[src/rtl/icache_responder_if.sv]
// Line-fill bus between the instruction cache and its backing memory.
// The cache is the master, and the memory model or controller is the slave.
interface icache_responder_if;
  logic        mem_req;
  logic [31:0] mem_addr;
  logic        mem_gnt;
  logic        mem_rvalid;
  logic [31:0] mem_rdata;

  modport master (
    output mem_req,
    output mem_addr,
    input  mem_gnt,
    input  mem_rvalid,
    input  mem_rdata
  );

  modport slave (
    input  mem_req,
    input  mem_addr,
    output mem_gnt,
    output mem_rvalid,
    output mem_rdata
  );
endinterface

[src/rtl/icache_responder.sv]
// Direct-mapped, read-only instruction cache for the fetch stage.
// It returns a hit with zero latency and stalls fetch while it refills a line.
module icache_responder #(
  parameter int          NUM_LINES  = 8,
  parameter int          LINE_WORDS = 4,
  parameter logic [31:0] NOP_INSTR  = 32'h0000_0013
) (
  input  logic        clk,
  input  logic        rst,
  input  logic [31:0] pcF,
  output logic [31:0] instrF,
  output logic        imem_stall,
  input  logic        inval,
  icache_responder_if.master mem
);
  localparam int OFF_W   = $clog2(LINE_WORDS);
  localparam int IDX_W   = $clog2(NUM_LINES);
  localparam int TAG_LSB = OFF_W + IDX_W + 2;
  localparam int TAG_W   = 32 - TAG_LSB;

  typedef enum logic [1:0] {IDLE, REQ, FILL} state_e;

  state_e               state_q, state_d;
  logic [OFF_W-1:0]     cnt_q, cnt_d;
  logic                 pend_q, pend_d;
  logic [31:0]          addr_q, addr_d;
  logic [NUM_LINES-1:0] valid_q, valid_d;
  logic                 data_we, tag_we;

  logic [TAG_W-1:0] tag_mem  [NUM_LINES];
  logic [31:0]      data_mem [NUM_LINES*LINE_WORDS];

  logic [OFF_W-1:0] pc_off;
  logic [IDX_W-1:0] pc_idx, fill_idx;
  logic [TAG_W-1:0] pc_tag, fill_tag;
  logic             hit;
  logic             unused_pc_bits;

  assign pc_off         = pcF[OFF_W+1:2];
  assign pc_idx         = pcF[TAG_LSB-1:OFF_W+2];
  assign pc_tag         = pcF[31:TAG_LSB];
  assign fill_idx       = addr_q[TAG_LSB-1:OFF_W+2];
  assign fill_tag       = addr_q[31:TAG_LSB];
  assign unused_pc_bits = ^pcF[1:0];

  // Hits are only served from IDLE, so a line being refilled is never read half-written.
  assign hit        = (state_q == IDLE) && valid_q[pc_idx] && (tag_mem[pc_idx] == pc_tag);
  assign instrF     = hit ? data_mem[{pc_idx, pc_off}] : NOP_INSTR;
  assign imem_stall = !hit;

  assign mem.mem_req  = (state_q == REQ);
  assign mem.mem_addr = addr_q;

  always_comb begin
    state_d = state_q;
    cnt_d   = cnt_q;
    pend_d  = pend_q;
    addr_d  = addr_q;
    valid_d = valid_q;
    data_we = 1'b0;
    tag_we  = 1'b0;
    case (state_q)
      IDLE: begin
        if (inval) valid_d = '0;
        if (!hit) begin
          state_d = REQ;
          addr_d  = {pcF[31:OFF_W+2], {(OFF_W+2){1'b0}}};
        end
      end
      REQ: begin
        if (inval) pend_d = 1'b1;
        if (mem.mem_gnt) begin
          state_d = FILL;
          cnt_d   = '0;
        end
      end
      FILL: begin
        if (inval) pend_d = 1'b1;
        if (mem.mem_rvalid) begin
          data_we = 1'b1;
          cnt_d   = cnt_q + 1'b1;
          if (&cnt_q) begin
            state_d = IDLE;
            tag_we  = 1'b1;
            // An invalidate seen at any point during the fill, including this edge, wipes everything.
            if (pend_q || inval) begin
              valid_d = '0;
              pend_d  = 1'b0;
            end else begin
              valid_d[fill_idx] = 1'b1;
            end
          end
        end
      end
      default: state_d = IDLE;
    endcase
  end

  always_ff @(posedge clk) begin
    if (rst) begin
      state_q <= IDLE;
      cnt_q   <= '0;
      pend_q  <= 1'b0;
      addr_q  <= '0;
      valid_q <= '0;
    end else begin
      state_q <= state_d;
      cnt_q   <= cnt_d;
      pend_q  <= pend_d;
      addr_q  <= addr_d;
      valid_q <= valid_d;
    end
  end

  // The storage arrays are not reset, because the valid bits alone decide whether their contents are used.
  always_ff @(posedge clk) begin
    if (!rst && data_we) data_mem[{fill_idx, cnt_q}] <= mem.mem_rdata;
    if (!rst && tag_we)  tag_mem[fill_idx] <= fill_tag;
  end
endmodule

[src/flat_wrapper.sv]
// flat-port wrapper written by rule: the top's interface ports become plain ports
module icache_responder_flat 
#(
  parameter int          NUM_LINES  = 8,
  parameter int          LINE_WORDS = 4,
  parameter logic [31:0] NOP_INSTR  = 32'h0000_0013
)
  (clk, rst, pcF, instrF, imem_stall, inval, mem_mem_req, mem_mem_addr, mem_mem_gnt, mem_mem_rvalid, mem_mem_rdata);
  icache_responder_if mem_i ();
  input  logic clk;
  input  logic rst;
  input  logic [31:0] pcF;
  output logic [31:0] instrF;
  output logic imem_stall;
  input  logic inval;
  output wire logic [$bits(mem_i.mem_req)-1:0] mem_mem_req;
  output wire logic [$bits(mem_i.mem_addr)-1:0] mem_mem_addr;
  input wire logic [$bits(mem_i.mem_gnt)-1:0] mem_mem_gnt;
  input wire logic [$bits(mem_i.mem_rvalid)-1:0] mem_mem_rvalid;
  input wire logic [$bits(mem_i.mem_rdata)-1:0] mem_mem_rdata;
  assign mem_mem_req = mem_i.mem_req;
  assign mem_mem_addr = mem_i.mem_addr;
  assign mem_i.mem_gnt = mem_mem_gnt;
  assign mem_i.mem_rvalid = mem_mem_rvalid;
  assign mem_i.mem_rdata = mem_mem_rdata;
  icache_responder #(.NUM_LINES(NUM_LINES), .LINE_WORDS(LINE_WORDS), .NOP_INSTR(NOP_INSTR)) u_core (.clk(clk), .rst(rst), .pcF(pcF), .instrF(instrF), .imem_stall(imem_stall), .inval(inval), .mem(mem_i));
endmodule
[config.mk]
export PLATFORM = sky130hd
export DESIGN_NAME = icache_responder_flat
export DESIGN_NICKNAME = d
export VERILOG_FILES = /design/src/rtl/icache_responder_if.sv /design/src/rtl/icache_responder.sv /design/src/flat_wrapper.sv
export SDC_FILE = /design/constraint.sdc
export NUM_CORES = 1
export LEC_CHECK = 0
export CAP_MARGIN = 10
export CELL_PAD_IN_SITES_DETAIL_PLACEMENT = 1
export CELL_PAD_IN_SITES_GLOBAL_PLACEMENT = 2
export CORE_ASPECT_RATIO = 0.5
export CORE_UTILIZATION = 50
export DETAILED_ROUTE_END_ITERATION = 8
export GPL_ROUTABILITY_DRIVEN = 0
export PLACE_DENSITY_LB_ADDON = 0.1
export SLEW_MARGIN = 20
export SYNTH_ARGS = -nofsm -noshare
export SYNTH_HDL_FRONTEND = slang
export SYNTH_SLANG_ARGS = --single-unit
[constraint.sdc]
create_clock -name clk -period 4.4 [get_ports clk]
set_input_delay 0.44 -clock clk [delete_from_list [all_inputs] [get_ports clk]]
set_output_delay 0.44 -clock clk [all_outputs]
set_load 0.005 [all_outputs]
Yosys cells after proc, flatten, opt, wreduce, memory -nomap -nowiden:

Memory sizes are Yosys's and may differ from the RTL's.
Index checks and enable logic that the tools add are counted.

* add/subtract/negate cells: 1
* $lt $le $gt $ge: 3
* eq/ne operators: 8
* muxes and demuxes: 32
* bitwise gates (word level): 2
* reduce and logical (&&, ||, !) cells: 16

Operators with widths (number)
* 32-bit 2-to-1 mux: 1
* 8-bit 2-to-1 mux: 4
* 25-bit == test: 1
* 8-bit one-hot mux with 2 select lines: 1
* 1-bit 2-to-1 mux: 15
* 2-bit 2-to-1 mux: 6
* 3-bit by 4-bit less-than comparator with 1-bit output, second input constant: 2
* 8-bit OR: 1
* 4-bit AND reduction: 2
* 2-bit inequality test, second input constant: 3
* 2-bit one-hot mux with 3 select lines: 1
* 1-bit logical AND: 5
* 2-bit by 1-bit inequality test with 1-bit output, second input constant: 2
* 2-bit one-hot mux with 2 select lines: 1
* 2-bit AND reduction: 2
* 2-bit nonzero test: 2
* 1-bit binary-select mux with 3-bit select: 1
* 1-bit demux with 3-bit select: 1
* 3-bit by 1-bit >= comparator with 1-bit output, second input constant: 1
* 3-bit AND reduction: 1
* 2-bit by 1-bit adder with 2-bit output, second input constant: 1
* 2-bit by 1-bit == test with 1-bit output, second input constant: 1
* 2-bit == test, second input constant: 1
* 1-bit logical NOT: 2
* other kinds (4): 4

* bits in registers: 41
* RAM bits: 1224
* output and inout bits: 66
* word-level logic and storage cells: 69
* memories: 2

Memories
* u_core.data_mem: words 32, bits a word 32, read ports 1, clocked after Yosys merged registers in 0, write ports 1, RTL line icache_responder.sv:31 `logic [31:0] data_mem [NUM_LINES*LINE_WORDS];`
* u_core.tag_mem: words 8, bits a word 25, read ports 1, clocked after Yosys merged registers in 0, write ports 1, RTL line icache_responder.sv:30 `logic [TAG_W-1:0] tag_mem [NUM_LINES];`

Longest topological paths before layout:

Gate-level depths: netlist of run 1.

* depth after elaboration: 9
* depth in mapped cells: 13
* depth with buffers taken out: 8

Worst setup path after synthesis of run 1:

Ideal clock, no wire load.

* path kind: register to register
* start point: register u_core.state_q[0]
* end point: memory u_core.data_mem[15][0] (enable)
* setup time: 421 ps
* arrival time: 2789 ps
* setup slack: 1189 ps
* stages on the path, launching flop included: 9
* path buffers: 2
* cells stage by stage: dfxtp_1 > inv_1 > ha_1 > clkbuf_1 > nand2_1 > nor2_1 > nand2_1 > clkbuf_1 > nor2_1

* cells in the longest elaborated chain, start to end: 5

RTL lines
* start: declaration: RTL line icache_responder.sv:23 `state_e state_q, state_d;`
* start signal: assignment: RTL line icache_responder.sv:107 `state_q <= state_d;`
* 2-bit == test: RTL line icache_responder.sv:62 `case (state_q)`
* 1-bit 2-to-1 mux: RTL line icache_responder.sv:62
* 1-bit logical AND: RTL line icache_responder.sv:117 `if (!rst && data_we) data_mem[{fill_idx, cnt_q}] <= mem.mem_rdata;`
* 1-bit 2-to-1 mux: RTL line icache_responder.sv:117
* 1-bit 2-to-1 mux (implied by the code): RTL line icache_responder.sv:117
* end: declaration: RTL line icache_responder.sv:31

No other way between the ends.

Worst setup path after layout of run 1:

* start point: memory u_core.tag_mem[6][16] in the netlist's numbering
* end point: output port instrF[14]

* cells in the longest elaborated chain, start to end: 4

RTL lines
* start: declaration: RTL line icache_responder.sv:30
* memory 8 x 25 bit
* 25-bit == test: RTL line icache_responder.sv:47 `assign hit = (state_q == IDLE) && valid_q[pc_idx] && (tag_mem[pc_idx] == pc_tag);`
* 1-bit logical AND: RTL line icache_responder.sv:47
* 32-bit 2-to-1 mux: RTL line icache_responder.sv:48 `assign instrF = hit ? data_mem[{pc_idx, pc_off}] : NOP_INSTR;`
* end: declaration: RTL line flat_wrapper.sv:13 `output logic [31:0] instrF;`

No other way between the ends.

==> results.md, run 1 <==
- Drt drc: 0
- CTS resizes: 0
- Row Count: 80
- Commonest non-fill, non-tap cell in the layout: edfxtp_1
- Worst path top cell family by delay: buffers and inverters
- DRT Pass-1 Iters: 5
- Run status: completed
- Mapped Avg Cell Area: 23.1 um2
- Synth unique cells: 42
- R2R Path End: u_core.state_q[0]
- Pwr Density: 433 nW/um2
- Post-CTS Setup Bufs: 1
- Final hold violation count: 0
- CTS Buffer Depth: 3
- WL final: 118000 um
- WL/cell: 32.1 um
- Final core utilization: 58.5%
- Slowest CP cell: clkdlybuf4s50_1
- Clock root buffer: clkbuf_16
- TritonCTS Buffers: 109
- Final setup fails: 0
- Final Power: 24.3 mW
- VDD IR max: 0.347 mV
- Setup TNS: 0 ns
- CTS HTree Levels: 3
- Worst slew margin: 27.9%
- Largest net degree at the start of global routing: 62
- Worst Hold Class: input port to flip-flop
- Synth Cell Area: 48700 um2
- Synth Area in XOR/XNOR: 0.450%
- Arrival time worst endpoint: 3.77 ns
- Asr flop ratio synth: 0%
- Main combinational cell family by area after synthesis: multiplexers
- Critical Path Max Stage Delay: 0.52 ns
- Met2 Track Usage GR: 39.7%
- CP max FO: 31
- Routing usage on met3: 3.63%
- Die ar.: 98700 um2
- DR iter-0 viols: 2143
- Post-synth top flop: edfxtp_1
- Adder-Cell Fraction of Synth Area: 0.180%
- Vias in the first global route: 23400
- Post-DRT Antenna Nets: 0
- Vias per inst: 6.16
- Grt total ovfl: 0
- Levels on crit path: 10
- Clock Skew: 0.0424 ns
- Final slew viol count: 0
- Die width: 443 um
- First-pass GRT wire length: 168000 um
- Worst Path Buf+Inv: 3
- Final min period: 4.21 ns
- Post-route clock period utilization: 95.7%
- Final HPWL DP: 62200 um
- Number of synthesized register bits: 1265
- MaxCap Viol Count: 0
- Layout cells sized above 1: 29.0%
- Antenna violations before repair: 2
- Number of I/O pins: 135
- R2r worst-path depth: 11
- Cts hold-fix bufs: 0
- CTS sink count: 1265
- CP endpoint: instrF[14]
- Path type of the worst setup path: flip-flop to output port
- Yosys warns: 0
- Mux share of post-synthesis cell area: 18.2%
- Static leakage: 17.5 nW
- Worst slew pin tran: 1.08 ns
- CP cell instances: mux4_2, mux2i_1, xor2_1, o2111ai_1, nor4_1, nand4_1, buf_4, buf_12, nor2_1, clkdlybuf4s50_1
- Layout area overhead: 15.1%
- Die Y: 223 um
- RSZ-0062 raised after global routing: no
- Multi-input gate area: 10900 um2
- Core area: 95900 um2
- Worst reg2reg startpoint: u_core.tag_mem[6][16]
- Busiest layer in global routing: met2
- Synth Area in Compound Gates: 1.33%
- CP Launch Point: u_core.tag_mem[6][16]
- Clock transition at path regs: 0.07 ns
- Port bufs: 128
- Synth area leader: edfxtp_1
- Post-synth EDFFs: 1224
- GR Util All Layers: 24.2%
- Ranking of synthesized cells by area: edfxtp_1, mux4_2, dfxtp_1
- Simple-gate share of the synthesized area: 1.50%
- Met1 Use GR: 34.8%
- Top cell type's share of synthesized area: 75.5%
- Hold WS: 0.243 ns
- Clk Latency, worst-skew pair: 0.73 ns
- CTS tree: done
- Max frequency: 0.238 GHz
- Vias: 22700
- Fill count: 7862
- Critical Path Sink Type: output port
- Setup crit start kind: flip-flop
- Cell count after synthesis: 2106
- Seq/Total Area, Yosys: 77.2%
- Flop-to-flop setup slack: 1.20 ns
- Critical Path RT: 3.96 ns
- # nets final: 2394
- Commonest non-fill, non-tap cells in the layout: edfxtp_1, mux4_2, clkdlybuf4s50_1
- Sequential Area: 37600 um2
- Initial Util: 50.8%
stage by stage:
stage | worst slack, ns | instance area (um2) | std cells
finish | 0.191 | 56100 | 3684
global route | 0.00494 | 56100 | 3684
CTS | 0.156 | 56100 | 3682
detailed placement | 0.215 | 52500 | 3477
global placement | 0.230 | 52500 | 3477
floorplan | 1.19 | 48700 | 2109
logic make-up (layout without fill, tap and decap cells):
| group | Yosys count | in the layout |
|---|---|---|
| XOR/XNOR | 25 | 25 |
| multiplexers | 422 | 422 |
| adder cells (fa/ha/maj) | 7 | 7 |
| AND/OR/NAND/NOR | 164 | 164 |
| flip-flops | 1265 | 1265 |
| buffers and inverters | 136 | 438 |
| other | 1 | 6 |
| AO/OA/AOI/OAI | 86 | 86 |
state kept, by name, summed over array words and instances (netlist names):
name and flops:
u_core.tag_mem 200, u_core.pend_q 1, u_core.valid_q 8, u_core.state_q 2, u_core.mem.mem_addr 28, u_core.cnt_q 2
u_core.data_mem 1024
cells in the mapped netlist (2+ instances only):
cell type  count
edfxtp_1    1224
mux4_2       370
nor2_1        81
clkbuf_1      72
mux2i_1       52
dfxtp_1       41
a21oi_1       31
nand3_1       31
nand2_1       27
buf_1         26
a21bo_2       18
xor2_1        18
buf_2         13
inv_1         12
a21bo_1       10
buf_4          8
ha_1           7
xnor2_1        7
a21oi_2        6
a31oi_1        5
buf_6          4
nand3b_1       4
nor2b_1        4
a211o_1        3
nand2b_1       3
nand4_1        3
nor4_1         3
a22oi_1        2
and4_1         2
nor3_1         2
o2111ai_1      2
o21ai_0        2
o22ai_1        2
or3_1          2
or3b_2         2
worst reg2reg max path: cells and delay by family (launching register included):
kind | cells | cell delay, ns
and+or+nand+nor | 3 | 0.74
DFF | 1 | 0.38
muxes | 2 | 0.65
AOI/OAI and AO/OA | 2 | 0.39
buffers and inverters | 3 | 0.67
xor gates and xnor gates | 1 | 0.25
where the power goes:
group	switching [mW]	internal, mW
Combinational	0.695	0.600
Sequential	0.0975	13.3
Clock	4.37	5.23
worst min-delay path by stage:
| stage | start | endpoint | slack, ns | depth (start not counted) |
|---|---|---|---|---|
| 2_1_floorplan | u_core.valid_q[2] | u_core.valid_q[2] | 0.43 | 2 |
| 3_3_place_gp | u_core.valid_q[2] | u_core.valid_q[2] | 0.44 | 2 |
| 3_5_place_dp | u_core.valid_q[0] | u_core.valid_q[0] | 0.46 | 2 |
| 4_1_cts | pcF[6] | u_core.mem.mem_addr[6] | 0.32 | 4 |
| 5_1_grt | mem_mem_rdata[31] | u_core.data_mem[29][31] | 0.23 | 1 |
| 6_report | mem_mem_rdata[11] | u_core.data_mem[20][11] | 0.24 | 1 |
area by class of cell:
| cell class | count | share of cell area (%) |
|---|---|---|
| clock buffer | 132 | 5.17 |
| multi-input combinational | 708 | 19.4 |
| timing repair buffer | 221 | 4.37 |
| tap | 1271 | 2.84 |
| clock inverter | 72 | 1.14 |
| antenna | 2 | 0.00893 |
| inverter | 13 | 0.0960 |
| sequential | 1265 | 67.0 |
layer usage:
metal  up-vias  share of wire (%)
li1       9340                  -
met1     12500                 43
met2       699                 50
met3       144                5.2
met4         0                1.8
met5         -                  0
No activity file was read; power rests on OpenSTA's default activity.
==> run 2, diff against run 1 <==
==> constraint.sdc (replaced) <==
create_clock -name clk -period 4.1 [get_ports clk]
set_input_delay 0.41 -clock clk [delete_from_list [all_inputs] [get_ports clk]]
set_output_delay 0.41 -clock clk [all_outputs]
set_load 0.005 [all_outputs]
==> results.md, run 2 (synthesized netlist as in run 1, its figures left out) <==
- Commonest non-fill, non-tap cells in the layout: edfxtp_1, mux4_2, clkbuf_16 (was edfxtp_1, mux4_2, clkdlybuf4s50_1)
- ANT cells: 0 (was 2)
- MaxCap Viol Count: 0 (unchanged)
- R2r worst-path depth: 11 (unchanged)
- Port bufs: 128 (unchanged)
- Clock root buffer: clkbuf_16 (unchanged)
- CP Launch Point: u_core.tag_mem[7][8] (was u_core.tag_mem[6][16])
- WL/cell: 31.8 um (was 32.1 um)
- Antenna violations before repair: 0 (was 2)
- Layout area overhead: 15.2% (was 15.1%)
- DRT Pass-1 Iters: 5 (unchanged)
- Critical Path Sink Type: output port (unchanged)
- Setup crit start kind: flip-flop (unchanged)
- Fill count: 7837 (was 7862)
- TritonCTS Buffers: 108 (was 109)
- Post-DRT Antenna Nets: 0 (unchanged)
- Max frequency: 0.265 GHz
- Grt total ovfl: 0 (unchanged)
- Number of I/O pins: 135 (unchanged)
- Busiest layer in global routing: met2 (unchanged)
- Drt drc: 0 (unchanged)
- Arrival time worst endpoint: 3.36 ns (was 3.77 ns)
- Clock Skew: 0.0190 ns (was 0.0424 ns)
- # nets final: 2406 (was 2394)
- Vias per inst: 6.18 (was 6.16)
- Largest net degree at the start of global routing: 59 (was 62)
- Row Count: 80 (unchanged)
- Worst slew pin tran: 1.11 ns (was 1.08 ns)
- Final hold violation count: 0 (unchanged)
- Vias: 22800 (was 22700)
- Clk Latency, worst-skew pair: 0.72 ns (was 0.73 ns)
- CP cell instances: mux4_2, mux2i_1, xor2_1, o2111ai_2, nor4_1, nand4_1, buf_6, buf_12, clkdlybuf4s50_1 (was mux4_2, mux2i_1, xor2_1, o2111ai_1, nor4_1, nand4_1, buf_4, buf_12, nor2_1, clkdlybuf4s50_1)
- Run status: completed (unchanged)
- Final HPWL DP: 62200 um (about the same)
- CTS Buffer Depth: 3 (unchanged)
- Post-route clock period utilization: 91.9%
- Static leakage: 18.0 nW (was 17.5 nW)
- Initial Util: 50.8% (unchanged)
- Levels on crit path: 9 (was 10)
- CTS HTree Levels: 3 (unchanged)
- Met1 Use GR: 35.6% (was 34.8%)
- Die ar.: 98700 um2 (unchanged)
- Max reg flops: 1024 (unchanged)
- Worst Path Buf+Inv: 3 (unchanged)
- Layout cells sized above 1: 29.7% (was 29.0%)
- First-pass GRT wire length: 168000 um (about the same)
- Worst reg2reg startpoint: u_core.tag_mem[7][8] (was u_core.tag_mem[6][16])
- CTS tree: done (unchanged)
- Sequential Area: 37600 um2 (unchanged)
- Worst Hold Class: input port to flip-flop (unchanged)
- Worst slew margin: 25.8% (was 27.9%)
- Placed cell count: 3490 (was 3477)
- Hold depth: 1 (unchanged)
- Commonest non-fill, non-tap cell in the layout: edfxtp_1 (unchanged)
- CP max FO: 18 (was 31)
- Final Power: 25.7 mW (was 24.3 mW)
- CTS sink count: 1265 (unchanged)
- Critical Path Max Stage Delay: 0.47 ns (was 0.52 ns)
- Path type of the worst setup path: flip-flop to output port (unchanged)
- Core area: 95900 um2 (unchanged)
- Worst path top cell family by delay: buffers and inverters (unchanged)
- DR iter-0 viols: 2238 (was 2143)
- Vias in the first global route: 23700 (was 23400)
- Critical Path RT: 3.69 ns (was 3.96 ns)
- GR Util All Layers: 24.1% (was 24.2%)
- Final setup fails: 0 (unchanged)
- Min-delay src: mem_mem_rdata[17] (was mem_mem_rdata[11])
- Slowest CP cell: mux4_2 (was clkdlybuf4s50_1)
- Layout Cells excl Fill: 3687 (was 3684)
- Pwr Density: 458 nW/um2 (was 433 nW/um2)
- Die Y: 223 um (unchanged)
- WL final: 117000 um (was 118000 um)
- Cts hold-fix bufs: 0 (unchanged)
- Final min period: 3.77 ns
- RSZ-0062 raised after global routing: no (unchanged)
- Met2 Track Usage GR: 38.5% (was 39.7%)
- Clock transition at path regs: 0.07 ns (about the same)
- Largest register by flop count: u_core.data_mem (unchanged)
- Routing usage on met3: 3.95% (was 3.63%)
- Final slew viol count: 0 (unchanged)
- Die width: 443 um (unchanged)
- VDD IR max: 0.306 mV (was 0.347 mV)
- Multi-input gate area: 10900 um2 (about the same)
[run 2: layout make-up]
type,count,area share (%)
Clock inverter,62,0.927
Inverter,13,0.0959
Clock buffer,134,5.01
Multi-Input combinational cell,708,19.5
Sequential cell,1265,67.0
Timing Repair Buffer,234,4.70
Tap cell,1271,2.83
[run 2: repair_timing]
item,CTS,global route
endpoints found under the setup margin,32,32
resized for setup,9,50
buffers inserted,1,0
pin swaps,2,2
[run 2: power by group]
part	switching [mW]	internal [mW]	total, mW
logic	0.753	0.654	1.41
clock network	4.57	5.36	9.94
registers	0.107	14.3	14.4
total	5.43	20.3	25.7
[run 2: worst paths after layout]
path | endpoint | slack, ns
worst max-delay path | imem_stall | 0.33
worst min register to register | u_core.valid_q[5] | 0.49
worst min-delay path | u_core.data_mem[25][17] | 0.21
worst max register to register | u_core.state_q[0] | 1.08
[run 2: per-layer routing]
metal	part of all wire, %	up-vias
li1	-	9356
met1	44	12600
met2	49	705
met3	5.9	116
met4	1.4	0
met5	0	-
[run 2: through the flow]
stage | hold slack, ns | worst slack, ns | area (um2) | TNS, ns | utilization, %
floorplan | 0.431 | 0.889 | 48700 | 0 | -
global placement | 0.443 | -0.116 | 52600 | -0.116 | 54.9
detailed placement | 0.461 | -0.134 | 52600 | -0.134 | 54.9
CTS | 0.242 | 0.00560 | 56000 | 0 | 58.4
global route | 0.212 | 0.150 | 56100 | 0 | 58.5
finish | 0.206 | 0.331 | 56100 | 0 | 58.5
